File: src/rtl/exe_div_unit.sv
// Iterative 32-bit restoring divider for the EXE stage.
// Signed/unsigned, 33-cycle latency, stalls the front end while busy.
module exe_div_unit (
  input  logic        clk,
  input  logic        rst_n,
  input  logic        is_div,
  input  logic        is_sign_div,
  input  logic [31:0] src0,
  input  logic [31:0] src1,
  input  logic        cancel,
  output logic        div_stall,
  output logic [31:0] quotient,
  output logic [31:0] remainder,
  output logic        result_valid
);

  typedef enum logic [1:0] {
    IDLE,
    BUSY,
    DONE
  } state_e;

  state_e      state_q, state_d;
  logic [4:0]  cnt_q, cnt_d;
  logic [31:0] dvd_q, dvd_d;
  logic [31:0] dvs_q, dvs_d;
  logic [31:0] quo_q, quo_d;
  logic [31:0] rem_q, rem_d;
  logic [31:0] q_q, q_d;
  logic [31:0] r_q, r_d;
  logic        s0_q, s0_d;
  logic        s1_q, s1_d;
  logic        sg_q, sg_d;

  logic        start;
  logic [32:0] part;
  logic [32:0] diff;
  logic        qbit;
  logic [31:0] rem_nx;
  logic [31:0] quo_nx;
  logic [31:0] a_abs;
  logic [31:0] b_abs;

  assign start  = (state_q == IDLE) && is_div && !cancel;
  assign part   = {rem_q, dvd_q[31]};
  assign diff   = part - {1'b0, dvs_q};
  assign qbit   = ~diff[32];
  assign rem_nx = qbit ? diff[31:0] : part[31:0];
  assign quo_nx = {quo_q[30:0], qbit};
  assign a_abs  = (is_sign_div && src0[31]) ? -src0 : src0;
  assign b_abs  = (is_sign_div && src1[31]) ? -src1 : src1;

  always_comb begin
    state_d = state_q;
    cnt_d   = cnt_q;
    dvd_d   = dvd_q;
    dvs_d   = dvs_q;
    quo_d   = quo_q;
    rem_d   = rem_q;
    q_d     = q_q;
    r_d     = r_q;
    s0_d    = s0_q;
    s1_d    = s1_q;
    sg_d    = sg_q;
    unique case (state_q)
      IDLE: begin
        if (start) begin
          s0_d  = src0[31];
          s1_d  = src1[31];
          sg_d  = is_sign_div;
          dvd_d = a_abs;
          dvs_d = b_abs;
          quo_d = '0;
          rem_d = '0;
          cnt_d = '0;
          // Divide by zero skips iteration; result is raw, uncorrected
          if (src1 == '0) begin
            state_d = DONE;
            q_d     = '1;
            r_d     = src0;
          end else begin
            state_d = BUSY;
          end
        end
      end
      BUSY: begin
        if (cancel) begin
          state_d = IDLE;
        end else begin
          dvd_d = {dvd_q[30:0], 1'b0};
          rem_d = rem_nx;
          quo_d = quo_nx;
          cnt_d = cnt_q + 5'd1;
          if (cnt_q == 5'd31) begin
            state_d = DONE;
            q_d = (sg_q && (s0_q ^ s1_q)) ? -quo_nx : quo_nx;
            r_d = (sg_q && s0_q) ? -rem_nx : rem_nx;
          end
        end
      end
      DONE: begin
        state_d = IDLE;
      end
      default: begin
        state_d = IDLE;
      end
    endcase
  end

  always_ff @(posedge clk or negedge rst_n) begin
    if (!rst_n) begin
      state_q <= IDLE;
      cnt_q   <= '0;
      dvd_q   <= '0;
      dvs_q   <= '0;
      quo_q   <= '0;
      rem_q   <= '0;
      q_q     <= '0;
      r_q     <= '0;
      s0_q    <= 1'b0;
      s1_q    <= 1'b0;
      sg_q    <= 1'b0;
    end else begin
      state_q <= state_d;
      cnt_q   <= cnt_d;
      dvd_q   <= dvd_d;
      dvs_q   <= dvs_d;
      quo_q   <= quo_d;
      rem_q   <= rem_d;
      q_q     <= q_d;
      r_q     <= r_d;
      s0_q    <= s0_d;
      s1_q    <= s1_d;
      sg_q    <= sg_d;
    end
  end

  assign div_stall    = rst_n && !cancel && (start || (state_q == BUSY));
  assign result_valid = (state_q == DONE) && !cancel;
  assign quotient     = q_q;
  assign remainder    = r_q;

endmodule

File: config.mk
export PLATFORM = sky130hd
export DESIGN_NAME = exe_div_unit
export DESIGN_NICKNAME = d
export VERILOG_FILES = /design/src/rtl/exe_div_unit.sv
export SDC_FILE = /design/constraint.sdc
export NUM_CORES = 1
export LEC_CHECK = 0
export ABC_AREA = 1
export ABC_CLOCK_PERIOD_IN_PS = 4230
export BUFFER_PORTS_ARGS = -buffer_cell sky130_fd_sc_hd__buf_4
export CAP_MARGIN = 15
export CORE_MARGIN = 4
export CORE_UTILIZATION = 55
export DETAILED_ROUTE_END_ITERATION = 16
export PLACE_DENSITY = 0.78
export SLEW_MARGIN = 20
export SYNTH_ARGS = -nofsm -noshare
export SYNTH_HDL_FRONTEND = slang
export SYNTH_SLANG_ARGS = --single-unit
export TNS_END_PERCENT = 5
File: constraint.sdc
create_clock -name clk -period 4.23 [get_ports clk]
set_clock_uncertainty 0.1 [all_clocks]
set_input_delay 0.846 -clock clk [delete_from_list [all_inputs] [get_ports clk]]
set_output_delay 0.846 -clock clk [all_outputs]
set_load 0.01 [all_outputs]
-- Word level (Yosys, flattened, before mapping)
Cells that the tools add are included.
- eq/ne operators: 8
- add/subtract/negate cells: 6
- reduce and logical (&&, ||, !) cells: 18
- multiplexer cells: 31
- bitwise logic cells: 2
- operator list (cell ; count):
    $mux W32 ; 17
    $pmux W32 S2 ; 4
    $neg A32 Y32 ; 4
    $pmux W31 S2 ; 1
    $sub A33 B32 Y33 ; 1
    $logic_not A32 Y1 ; 1
    $mux W31 ; 1
    $mux W5 ; 2
    $pmux W5 S2 ; 1
    $logic_and A1 B1 Y1 ; 9
    $mux W2 ; 4
    $ne A2 B2 Y1 const B ; 3
    $add A5 B1 Y5 const B ; 1
    $eq A5 B5 Y1 const B ; 1
    $reduce_and A5 Y1 ; 1
    $pmux W2 S2 ; 1
    $reduce_and A2 Y1 ; 2
    $ne A3 B3 Y1 const B ; 1
    $reduce_and A3 Y1 ; 1
    $eq A2 B1 Y1 const B ; 1
    $eq A2 B2 Y1 const B ; 1
    $logic_not A2 Y1 ; 1
    $ne A2 B1 Y1 const B ; 1
    $reduce_bool A2 Y1 ; 1
    other kinds (4) ; 4
- output and inout port bits: 66
- bits in registers: 201
- input bits: 69

-- Depth between registers and ports, before layout
Gate-level depths: netlist of the first run.
- depth in word-level cells: 7
- depth in mapped cells: 30

-- Worst setup path after synthesis of the first run
No wires, ideal clock.
- kind: reg2reg
- from: register dvd_q[31]
- to: register q_q[30], in the netlist quotient[30]
- path buffers: 2
- library setup time: 0.120 ns
- slack: 0.225 ns
- stages on the path, launching flop included: 31
- required time: 4.010 ns
- data arrival time: 3.785 ns
- cell sequence: dfrtp_1 -> inv_1 -> ha_1 -> fa_1 -> inv_1 -> nand2_1 -> nand2_1 -> nand3_1 -> nand2_2 -> nand2_2 -> nand2_4 -> nand2_4 -> nand2_4 -> nand2_2 -> nand2_2 -> buf_6 -> buf_4 -> ha_1 -> nand2_1 -> nor4_1 -> nand2_1 -> nor2_1 -> nand2_1 -> nor3_1 -> nor2_1 -> a21oi_1 -> o21ai_0 -> nand2_1 -> nand3b_1 -> o21ai_0 -> inv_1
- cells in the longest elaborated chain, start to end: 7
- ends and longest elaborated chain (element ; RTL line ; text):
    start, declared ; 25 ; logic [31:0] dvd_q, dvd_d;
    start signal, assigned ; 126 ; dvd_q <= dvd_d;
    $sub A33 B32 Y33 ; 46 ; assign diff = part - {1'b0, dvs_q};
    $not A1 Y1 ; 47 ; assign qbit = ~diff[32];
    $neg A32 Y32 ; 96 ; q_d = (sg_q && (s0_q ^ s1_q)) ? -quo_nx : quo_nx;
    $mux W32 ; 96 ;
    $mux W32 ; 94 ; if (cnt_q == 5'd31) begin
    $mux W32 ; 87 ; if (cancel) begin
    $pmux W32 S2 ; 65 ; unique case (state_q)
    end signal, assigned ; 130 ; q_q <= q_d;
    end, declared ; 29 ; logic [31:0] q_q, q_d;
No other way between the ends. The select of a mux whose other input is x is not followed.
A chain may end at the register's enable or synchronous reset.

-- Final worst setup path of the first run
- from: register dvd_q[31]
- to: register r_q[25], in the netlist remainder[25]
- cells in the longest elaborated chain, start to end: 7
- ends and longest elaborated chain (element ; RTL line ; text):
    $sub A33 B32 Y33 ; 46 ;
    $mux W32 * ; 48 ; assign rem_nx = qbit ? diff[31:0] : part[31:0];
    $neg A32 Y32 ; 97 ; r_d = (sg_q && s0_q) ? -rem_nx : rem_nx;
    $mux W32 * ; 97 ;
    $mux W32 * ; 94 ;
    $mux W32 * ; 87 ;
    $pmux W32 S2 * ; 65 ;
    end signal, assigned ; 131 ; r_q <= r_d;
    end, declared ; 30 ; logic [31:0] r_q, r_d;
Mark *: on every way between the ends. The rest lies on a longest branch, timed or not. The select of a mux whose other input is x is not followed.

==> metrics.yaml, run 1 <==
status: "completed"
via_per_inst: 5.656
min_path_type: "in2async"
die_h_um: 170.7
post-cts-setup-buffer-count: 0
nets: 2410
wl_per_cell_um: 16.97
startpoint_type: "flop"
power_mw: 15.54
synthCells: 2196
power.leakage_nw: 8.631
powerDensity_nw_per_um2: 930.2
crit_fanout: 24
final_cell_mix: "nand2_1, inv_1, dfrtp_1"
slew_headroom: 0.3209
die_area_um2: 29150
maxCapViolCount: 0
root_buffer: "clkbuf_16"
grt_pass1_wl_um: 71460
dpl_cell_area_um2: 15850
cts_buffers: 23
cts_max_level: 1
netlist.area_leader.share: 0.3453
final_area_um2: 16710
first_pass_iters: 5
synth_top_cell_by_area: "dfrtp_1"
area_growth_syn_to_layout_pct: 14.71
wl_um: 45030
synthFlopType: "dfrtp_1"
fmax_mhz: 254.4
final_util: 0.6412
async_flop_share: 1.000
syn_area_per_cell_um2: 6.633
gp_congestion: 0.9960
grt_use_total: 0.3003
synth_cell_types: 56
crit_required_ns: 4.53
drive_above_1_share: 0.1230
place_worst_setup_slack_ns: 0.2332
period_share: 0.9293
worstSetupPathType: "reg2reg"
max-vdd-ir-drop_uv: 555.8
tightest_slew_ns: 1.018
grt_max_degree: 77
final_antenna_net_count: 0
clock_sinks: 201
rows: 59
grt_pass1_vias: 14043
cts.clk_slew.worst_paths_ns: 0.06
end_kind: "flop"
initial_core_util: 0.5590
dpl.hpwl_um: 33860
netlist_area_um2: 14570
drcViolationCount: 0
setup-violations-final: 0
overflow: 0
final_common_cell: "nand2_1"
synth_fp_nets: 2304
layout_setup_ws_ns: 0.2989
fill_cells: 2422
io_buffers: 134
hold_viol: 0
clockBufferDepth: 3
vias: 15011
clk_latency_ns: 0.52
ys_ff_latch: 201
cts_tree: "built"
yosysSeqAreaShare: 0.3453
io_pins: 135
post-route-min-period_ns: 3.931
drtIter0Drc: 1568
synth-edff-count: 0
ys_top_cells_by_area: "dfrtp_1, nand2_1, inv_1"
antenna_found_initial: 1
die_w_um: 170.7
yosysWarnings: 0
core_um2: 26060
crit_arrival_ns: 4.23
maxSlewViolCount: 0
kinds of logic after synthesis:
kind of cell / share of synthesized area
compound gates: 0.1372
buf+inv: 0.1044
fa+ha+maj: 0.03402
simple gates: 0.3436
xor+xnor: 0.03547
flops: 0.3453
layout make-up:
| cell class | instances | area (um^2) | share of cell area |
|---|---|---|---|
| diodes | 1 | 2.502 | 0.0001498 |
| repair buffers | 159 | 1225 | 0.07331 |
| well taps | 335 | 419.2 | 0.02509 |
| multi-input cells | 1609 | 8053 | 0.4820 |
| flip-flops and latches | 201 | 5030 | 0.3010 |
| clock inverters | 10 | 157.7 | 0.009435 |
| clock buffers | 31 | 665.6 | 0.03984 |
| inverters | 308 | 1156 | 0.06919 |
routing by layer:
layer,vias to the layer above,global-route usage,part of all wire
met5,-,0,0
met4,0,0.08333,0.030
li1,7307,-,-
met2,603,0.4830,0.46
met1,7007,0.4312,0.44
met3,94,0.03628,0.075
critical path, cell delays in order (launching register included):
cell and delay [ns]:
dfrtp_1 0.37, inv_1 0.08, ha_1 0.24, fa_2 0.36, inv_1 0.09, nand2_1 0.05, nand2_1 0.07, nand3_1 0.08
nand2_2 0.14, nand2_2 0.08, nand2_4 0.08, nand2_4 0.07, nand2_4 0.07, nand2_2 0.12, nand2_4 0.26, buf_4 0.29
nand2_1 0.08, nand2_1 0.20, inv_1 0.15, nor2_2 0.14, nand2_1 0.06, o21ai_0 0.20, nand2_1 0.09, nand2_1 0.07
nand3_1 0.12, nand2_1 0.10, nand2_1 0.05
registers in the layout, summed over array words and instances (netlist names):
register / count
cnt_q: 5
dvd_q: 32
dvs_q: 32
quo_q: 31
quotient: 32
rem_q: 32
remainder: 32
s0_q: 1
s1_q: 1
sg_q: 1
state_q: 2
power by group:
part | switching, mW | internal [mW] | total, mW
clock | 0.813 | 1.35 | 2.16
sequential | 0.536 | 2.67 | 3.21
combinational | 6.87 | 3.31 | 10.2
total | 8.22 | 7.33 | 15.5
metrics by stage:
stage / setup TNS (ns) / cells / hold slack [ns]
finish: 0 / 2654 / 0.1299
global route: -0.001325 / 2653 / 0.1412
CTS: 0 / 2653 / 0.1305
detailed placement: 0 / 2612 / 0.3713
global placement: 0 / 2612 / 0.3673
floorplan: 0 / 2196 / 0.3530
final timing paths:
check | from | to | slack (ns) | cells after the start
hold / removal | rst_n | rem_q[17] | 0.13 | 1
hold reg to reg | remainder[2] | remainder[2] | 0.38 | 2
max in group asynchronous | rst_n | dvs_q[14] | 2.68 | 2
setup / recovery | dvd_q[31] | remainder[25] | 0.30 | 26
setup reg to reg | dvd_q[31] | remainder[25] | 0.30 | 26
min in group clk | remainder[2] | remainder[2] | 0.38 | 2
cells in the mapped netlist, drive strengths merged (3+ instances only):
master,count
nand2,708
inv,307
nor2,214
dfrtp,201
nand3,148
o21ai,121
a21oi,96
clkbuf,57
o22ai,52
xor2,42
ha,38
nor3,34
nand4,30
a31oi,27
buf,21
xnor2,17
o211ai,16
nor4,13
nand3b,10
o31ai,6
o21bai,4
a22oi,3
o221ai,3
o22a,3
o311ai,3
or2,3
timing repair:
item,in CTS,in global routing
endpoints found under the setup margin,0,16
resized for setup,0,9
hold buffers,0,0
Power figures use the tool's default switching activity.
==> inputs of run 2 (changes only) <==
ABC_CLOCK_PERIOD_IN_PS = 3200   (was 4230)
clock period = 3.2 ns   (was 4.23 ns; I/O delays follow)
==> run 2 against run 1 <==
Against the previous run:
- the run now ends with negative setup slack left
- die area unchanged
- cell area up 14%
- count of clock-buffer cells in the layout is 1 lower
- global-route usage up 3.4 points
- core utilization rose by 9.1 points
- critical path depth increased by 1
- flip-flop and latch count stayed put
- final cell count rose by 9.6%
- clock power rose by 48%
- highest routed layer unchanged
==> metrics.yaml, run 2 (synthesis gave the netlist of run 1 again) <==
wl_um: 49850  # +11%
final_common_cell: "nand2_1"
grt_pass1_wl_um: 78920  # +10%
drive_above_1_share: 0.2284  # +0.1055
drcViolationCount: 0  # unchanged
clock_sinks: 201  # unchanged
status: "finished with violations"
startpoint_type: "flop"
drtIter0Drc: 1913  # +22%
final_antenna_net_count: 0  # unchanged
setup-violations-final: 41  # +41
crit_required_ns: 3.52  # -1.01 ns
overflow: 0  # unchanged
insertedDiodeCount: 0  # -1
power_mw: 25.57  # +65%
r2r_slack_ns: -0.36  # -0.66 ns
die_h_um: 170.7  # unchanged
grt_pass1_vias: 15354  # +9.3%
rsz0062_at_grt: "yes"
r2r-start: "dvs_q[0]"
cts.clk_slew.worst_paths_ns: 0.06  # about the same
wl_per_cell_um: 17.14  # +1.0%
cp_slowest_stage_delay_ns: 0.42  # +0.05 ns
cts_tree: "built"
via_per_inst: 5.611  # -0.80%
crit_arrival_ns: 3.88  # -0.35 ns
nets: 2664  # +11%
post-route-min-period_ns: 3.559  # -0.3724 ns
maxSlewViolCount: 0  # unchanged
grt_use_total: 0.3342  # +0.03385
maxCapViolCount: 0  # unchanged
io_pins: 135  # unchanged
max-vdd-ir-drop_uv: 743.1  # +34%
grt_max_degree: 79  # +2.6%
gp_congestion: 0.9904  # -0.56%
clockBufferDepth: 3  # unchanged
root_buffer: "clkbuf_16"
rows: 59  # unchanged
final_util: 0.7325  # +0.09132
core_um2: 26060  # unchanged
hold_viol: 0  # unchanged
hold_end: "rem_q[0]"
reg2reg_depth: 27  # +3.8%
first_pass_iters: 6  # +1
io_buffers: 134  # unchanged
dpl.hpwl_um: 37170  # +9.8%
final_cell_mix: "nand2_1, buf_4, inv_1"
clk_latency_ns: 0.53  # about the same
slowest_stage: "dfrtp_1"
power.leakage_nw: 9.969  # +16%
layout_setup_ws_ns: -0.3586  # -0.6576 ns
antenna_found_initial: 0  # -1
reg2reg_to: "quotient[30]"
area_growth_syn_to_layout_pct: 31.04
whs_path_depth: 2
period_share: 1.112  # +0.1827
hp-start: "cancel"
final_area_um2: 19090  # +14%
dpl_cell_area_um2: 17760  # +12%
crit_fanout: 3  # -88%
tightest_slew_ns: 0.9156  # -0.1019 ns
fmax_mhz: 281.0  # +10%
die_area_um2: 29150  # unchanged
initial_core_util: 0.5590  # unchanged
cpMostUsedCell: "nand2_4"
worstSetupPathType: "reg2reg"
violations: "negative setup slack"
vias: 16322  # +8.7%
cts_buffers: 24  # +4.3%
end_kind: "flop"
min_path_type: "in2reg"
powerDensity_nw_per_um2: 1339  # +44%
slew_headroom: 0.3896  # +0.06869
die_w_um: 170.7  # unchanged
cts_max_level: 1  # unchanged
==> run 2: cell count changes in the layout (fill, tap and decap cells not counted), moves of 6 or more <==
cell     change
nor2_2       +6
nor2_1       -9
nand2_1     -14
ha_4         +8
o21ai_0      -8
nand2_2     +10
o21ai_1      +6
ha_1         -8
buf_4      +243
==> run 2: timing repair <==
action | 4_1_cts | 5_1_grt
setup endpoints to repair | 46 | 55
resized for setup | 18 | 58
endpoints found under the hold margin | 11 | 0
pin swaps | 14 | 12
hold buffers | 1 | 0
setup buffers | 5 | 4
==> run 2: final cells by class <==
type | instances | area (um^2)
Inverter | 308 | 1156
Clock inverter | 14 | 264.0
Fill cell | 2135 | 6970
Timing Repair Buffer | 412 | 3203
Multi-Input combinational cell | 1609 | 8353
Sequential cell | 201 | 5030
Tap cell | 335 | 419.2
Clock buffer | 30 | 663.1
==> run 2: power breakdown <==
part,leakage [nW],switching [mW],internal [mW]
Combinational,7.03,10.4,7.73
Sequential,2.48,0.723,3.53
Clock,0.457,1.15,2.04
==> run 2: worst max-delay path: cells and delay by family (launching register included) <==
kind	cells	cell delay (ns)
flops	1	0.42
compound gates	3	0.34
fa+ha+maj	3	0.69
simple gates	19	1.77
buf+inv	2	0.12
==> run 2: worst max path at each step <==
| stage | slack (ns) | startpoint | endpoint |
|---|---|---|---|
| 4_1_cts | -0.31 | dvs_q[0] | quotient[30] |
| 3_5_place_dp | -0.43 | dvd_q[31] | remainder[14] |
| 2_1_floorplan | -0.40 | dvd_q[31] | quotient[30] |
| 6_report | -0.36 | dvs_q[0] | quotient[30] |
| 3_3_place_gp | -0.33 | dvd_q[31] | remainder[28] |
| 5_1_grt | -0.56 | dvs_q[0] | quotient[30] |
==> run 2: stage by stage <==
step / setup TNS (ns) / hold slack [ns] / cells / setup slack [ns]
after global placement: -11.45 / 0.3657 / 2855 / -0.3308
after floorplan: -1.733 / 0.2444 / 2196 / -0.4017
after global routing: -15.06 / 0.2670 / 2909 / -0.5588
after detailed placement: -15.68 / 0.3679 / 2855 / -0.4321
after CTS: -7.050 / 0.2559 / 2905 / -0.3102
final: -5.920 / 0.2637 / 2909 / -0.3586
==> run 2: metal layers <==
layer / vias up / track usage / part of all wire / routed length, um
li1: 7818 / - / - / -
met5: - / 0 / 0 / 0
met2: 817 / 0.5432 / 0.46 / 22950
met1: 7566 / 0.4785 / 0.43 / 21310
met4: 0 / 0.08715 / 0.032 / 1593
met3: 121 / 0.03835 / 0.080 / 3997
==> inputs of run 3 (changes only) <==
MAX_ROUTING_LAYER = met4   (was not set)
RECOVER_POWER = 25   (was not set)
SKIP_LAST_GASP = 1   (was not set)
==> run 3 against run 2 <==
Against the previous run:
- the flow still finishes with violations (negative setup slack)
- global-route usage rose by 1.2 points
- die area unchanged
- via count is essentially flat
- clock power down 6.6%
- flip-flop and latch count is the same
- sequential power hardly changed
- sequential share of layout area barely moved
- largest cell class unchanged
==> metrics.yaml, run 3 (synthesis gave the netlist of run 1 again) <==
status: "finished with violations"
violations: "negative setup slack"
maxSlewViolCount: 0  # unchanged
worstSetupPathType: "reg2reg"
cts_max_level: 1  # unchanged
cpMostUsedCell: "nand2_1"
rsz0062_at_grt: "yes"
power_mw: 25.77  # +0.80%
period_share: 1.116  # +0.003980
nets: 2682  # +0.68%
setup-violations-final: 48  # +17%
area_growth_syn_to_layout_pct: 31.16  # about the same
slew_headroom: 0.1619  # -0.2277
grt_pass1_vias: 15324  # -0.20%
cts.clk_slew.worst_paths_ns: 0.06  # about the same
min_path_type: "in2reg"
post-route-min-period_ns: 3.571  # +0.01274 ns
layout.cells.non_filler: 2926  # +0.58%
dp_cells: 2860  # +0.18%
hold_viol: 0  # unchanged
final_area_um2: 19110  # about the same
final_common_cell: "nand2_1"
drcViolationCount: 0  # unchanged
die_w_um: 170.7  # unchanged
root_buffer: "clkbuf_16"
grt_pass1_wl_um: 79210  # +0.37%
crit_arrival_ns: 3.90  # +0.02 ns
final_antenna_net_count: 0  # unchanged
wl_um: 50310  # +0.92%
grt_max_degree: 87  # +10%
startpoint_type: "flop"
cp.buffers_inverters: 4  # +2
io_buffers: 134  # unchanged
power.leakage_nw: 10.04  # +0.75%
crit_required_ns: 3.53  # about the same
initial_core_util: 0.5590  # unchanged
cp_slowest_stage_delay_ns: 0.42  # about the same
slowest_stage: "dfrtp_1"
antenna_found_initial: 0  # unchanged
dpl.hpwl_um: 37640  # +1.2%
layout_setup_ws_ns: -0.3714  # -0.01274 ns
drive_above_1_share: 0.2250  # -0.003429
dpl_cell_area_um2: 17860  # +0.56%
maxCapViolCount: 0  # unchanged
die_h_um: 170.7  # unchanged
powerDensity_nw_per_um2: 1349  # +0.71%
place_worst_setup_slack_ns: -0.4352  # -0.003175 ns
vias: 16330  # +0.049%
clockBufferDepth: 3  # unchanged
first_pass_iters: 7  # +1
cts_buffers: 24  # unchanged
fmax_mhz: 280.0  # -0.36%
wl_per_cell_um: 17.19  # +0.34%
clk_latency_ns: 0.54  # about the same
core_um2: 26060  # unchanged
max-vdd-ir-drop_uv: 970.0  # +31%
overflow: 0  # unchanged
clock_sinks: 201  # unchanged
final_util: 0.7332  # about the same
path_delay_family: "simple AND/OR/NAND/NOR gates"
tightest_slew_ns: 1.257  # +0.3415 ns
grt_use_total: 0.3464  # +0.01225
insertedDiodeCount: 0  # unchanged
drtIter0Drc: 1820  # -4.9%
crit_fanout: 8  # +5
final_cell_mix: "nand2_1, buf_4, inv_1"
gp_congestion: 1.001  # +1.1%
end_kind: "flop"
die_area_um2: 29150  # unchanged
rows: 59  # unchanged
via_per_inst: 5.581  # -0.53%
io_pins: 135  # unchanged
cts_tree: "built"
-- run 3: cell types whose count changed in the layout (fill, tap and decap cells not counted), sizes merged --
cell	previous run	this run
buf	410	423
clkbuf	31	36
bufinv	7	4
bufbuf	0	2
clkinvlp	0	2
clkinv	7	6
inv	308	307
-- run 3: metal layers --
layer	part of all wire	track usage	vias up
li1	-	-	7848
met1	0.43	0.4793	7678
met2	0.46	0.5548	703
met3	0.080	0.03812	101
met4	0.023	0.07604	0
met5	0	-	-
-- run 3: what timing repair did --
| action | in CTS | in global routing |
|---|---|---|
| buffers inserted | 14 | 5 |
| gates resized for setup | 16 | 30 |
| pin swaps | 13 | 17 |
| hold buffers | 1 | 0 |
| cloned | 2 | 1 |
| endpoints found under the setup margin | 48 | 55 |
| endpoints found under the hold margin | 35 | 0 |
-- run 3: power by group --
group	switching, mW	leakage [nW]	internal [mW]	total [mW]
clock	1.17	0.415	1.82	2.98
combinational	10.4	7.15	8.13	18.6
sequential	0.688	2.48	3.53	4.22
total	12.3	10.0	13.5	25.8
-- run 3: layout make-up --
class	count	area, um^2
sequential	201	5030
tap	335	419.2
multi-input combinational	1609	8203
fill	2135	6953
clock buffer	32	680.7
timing repair buffer	430	3446
clock inverter	11	171.4
inverter	308	1156
-- run 3: path summary, 6_finish.rpt --
path                                 end  slack (ns)  depth (start not counted)         from
max                        remainder[29]       -0.37                         25     dvs_q[0]
min                             rem_q[0]        0.25                          2       cancel
max reg2reg                remainder[29]       -0.37                         25     dvs_q[0]
min reg2reg                  quotient[9]        0.38                          2  quotient[9]
max in group asynchronous       cnt_q[1]        0.85                          3        rst_n
min in group asynchronous    quotient[3]        0.52                          2        rst_n
-- run 3: worst reg2reg max path: cells and delay by family (launching register included) --
| family | cells | cell delay, ns |
|---|---|---|
| flops | 1 | 0.42 |
| fa+ha+maj | 2 | 0.53 |
| simple gates | 18 | 1.43 |
| buf+inv | 4 | 0.63 |
| compound gates | 1 | 0.37 |
-- run 3: metrics by stage --
step / hold WS, ns / setup TNS [ns]
final: 0.2479 / -11.55
after global routing: 0.2364 / -19.67
after CTS: 0.2393 / -8.555
after detailed placement: 0.3670 / -14.80
after global placement: 0.3636 / -9.347
after floorplan: 0.2444 / -1.733
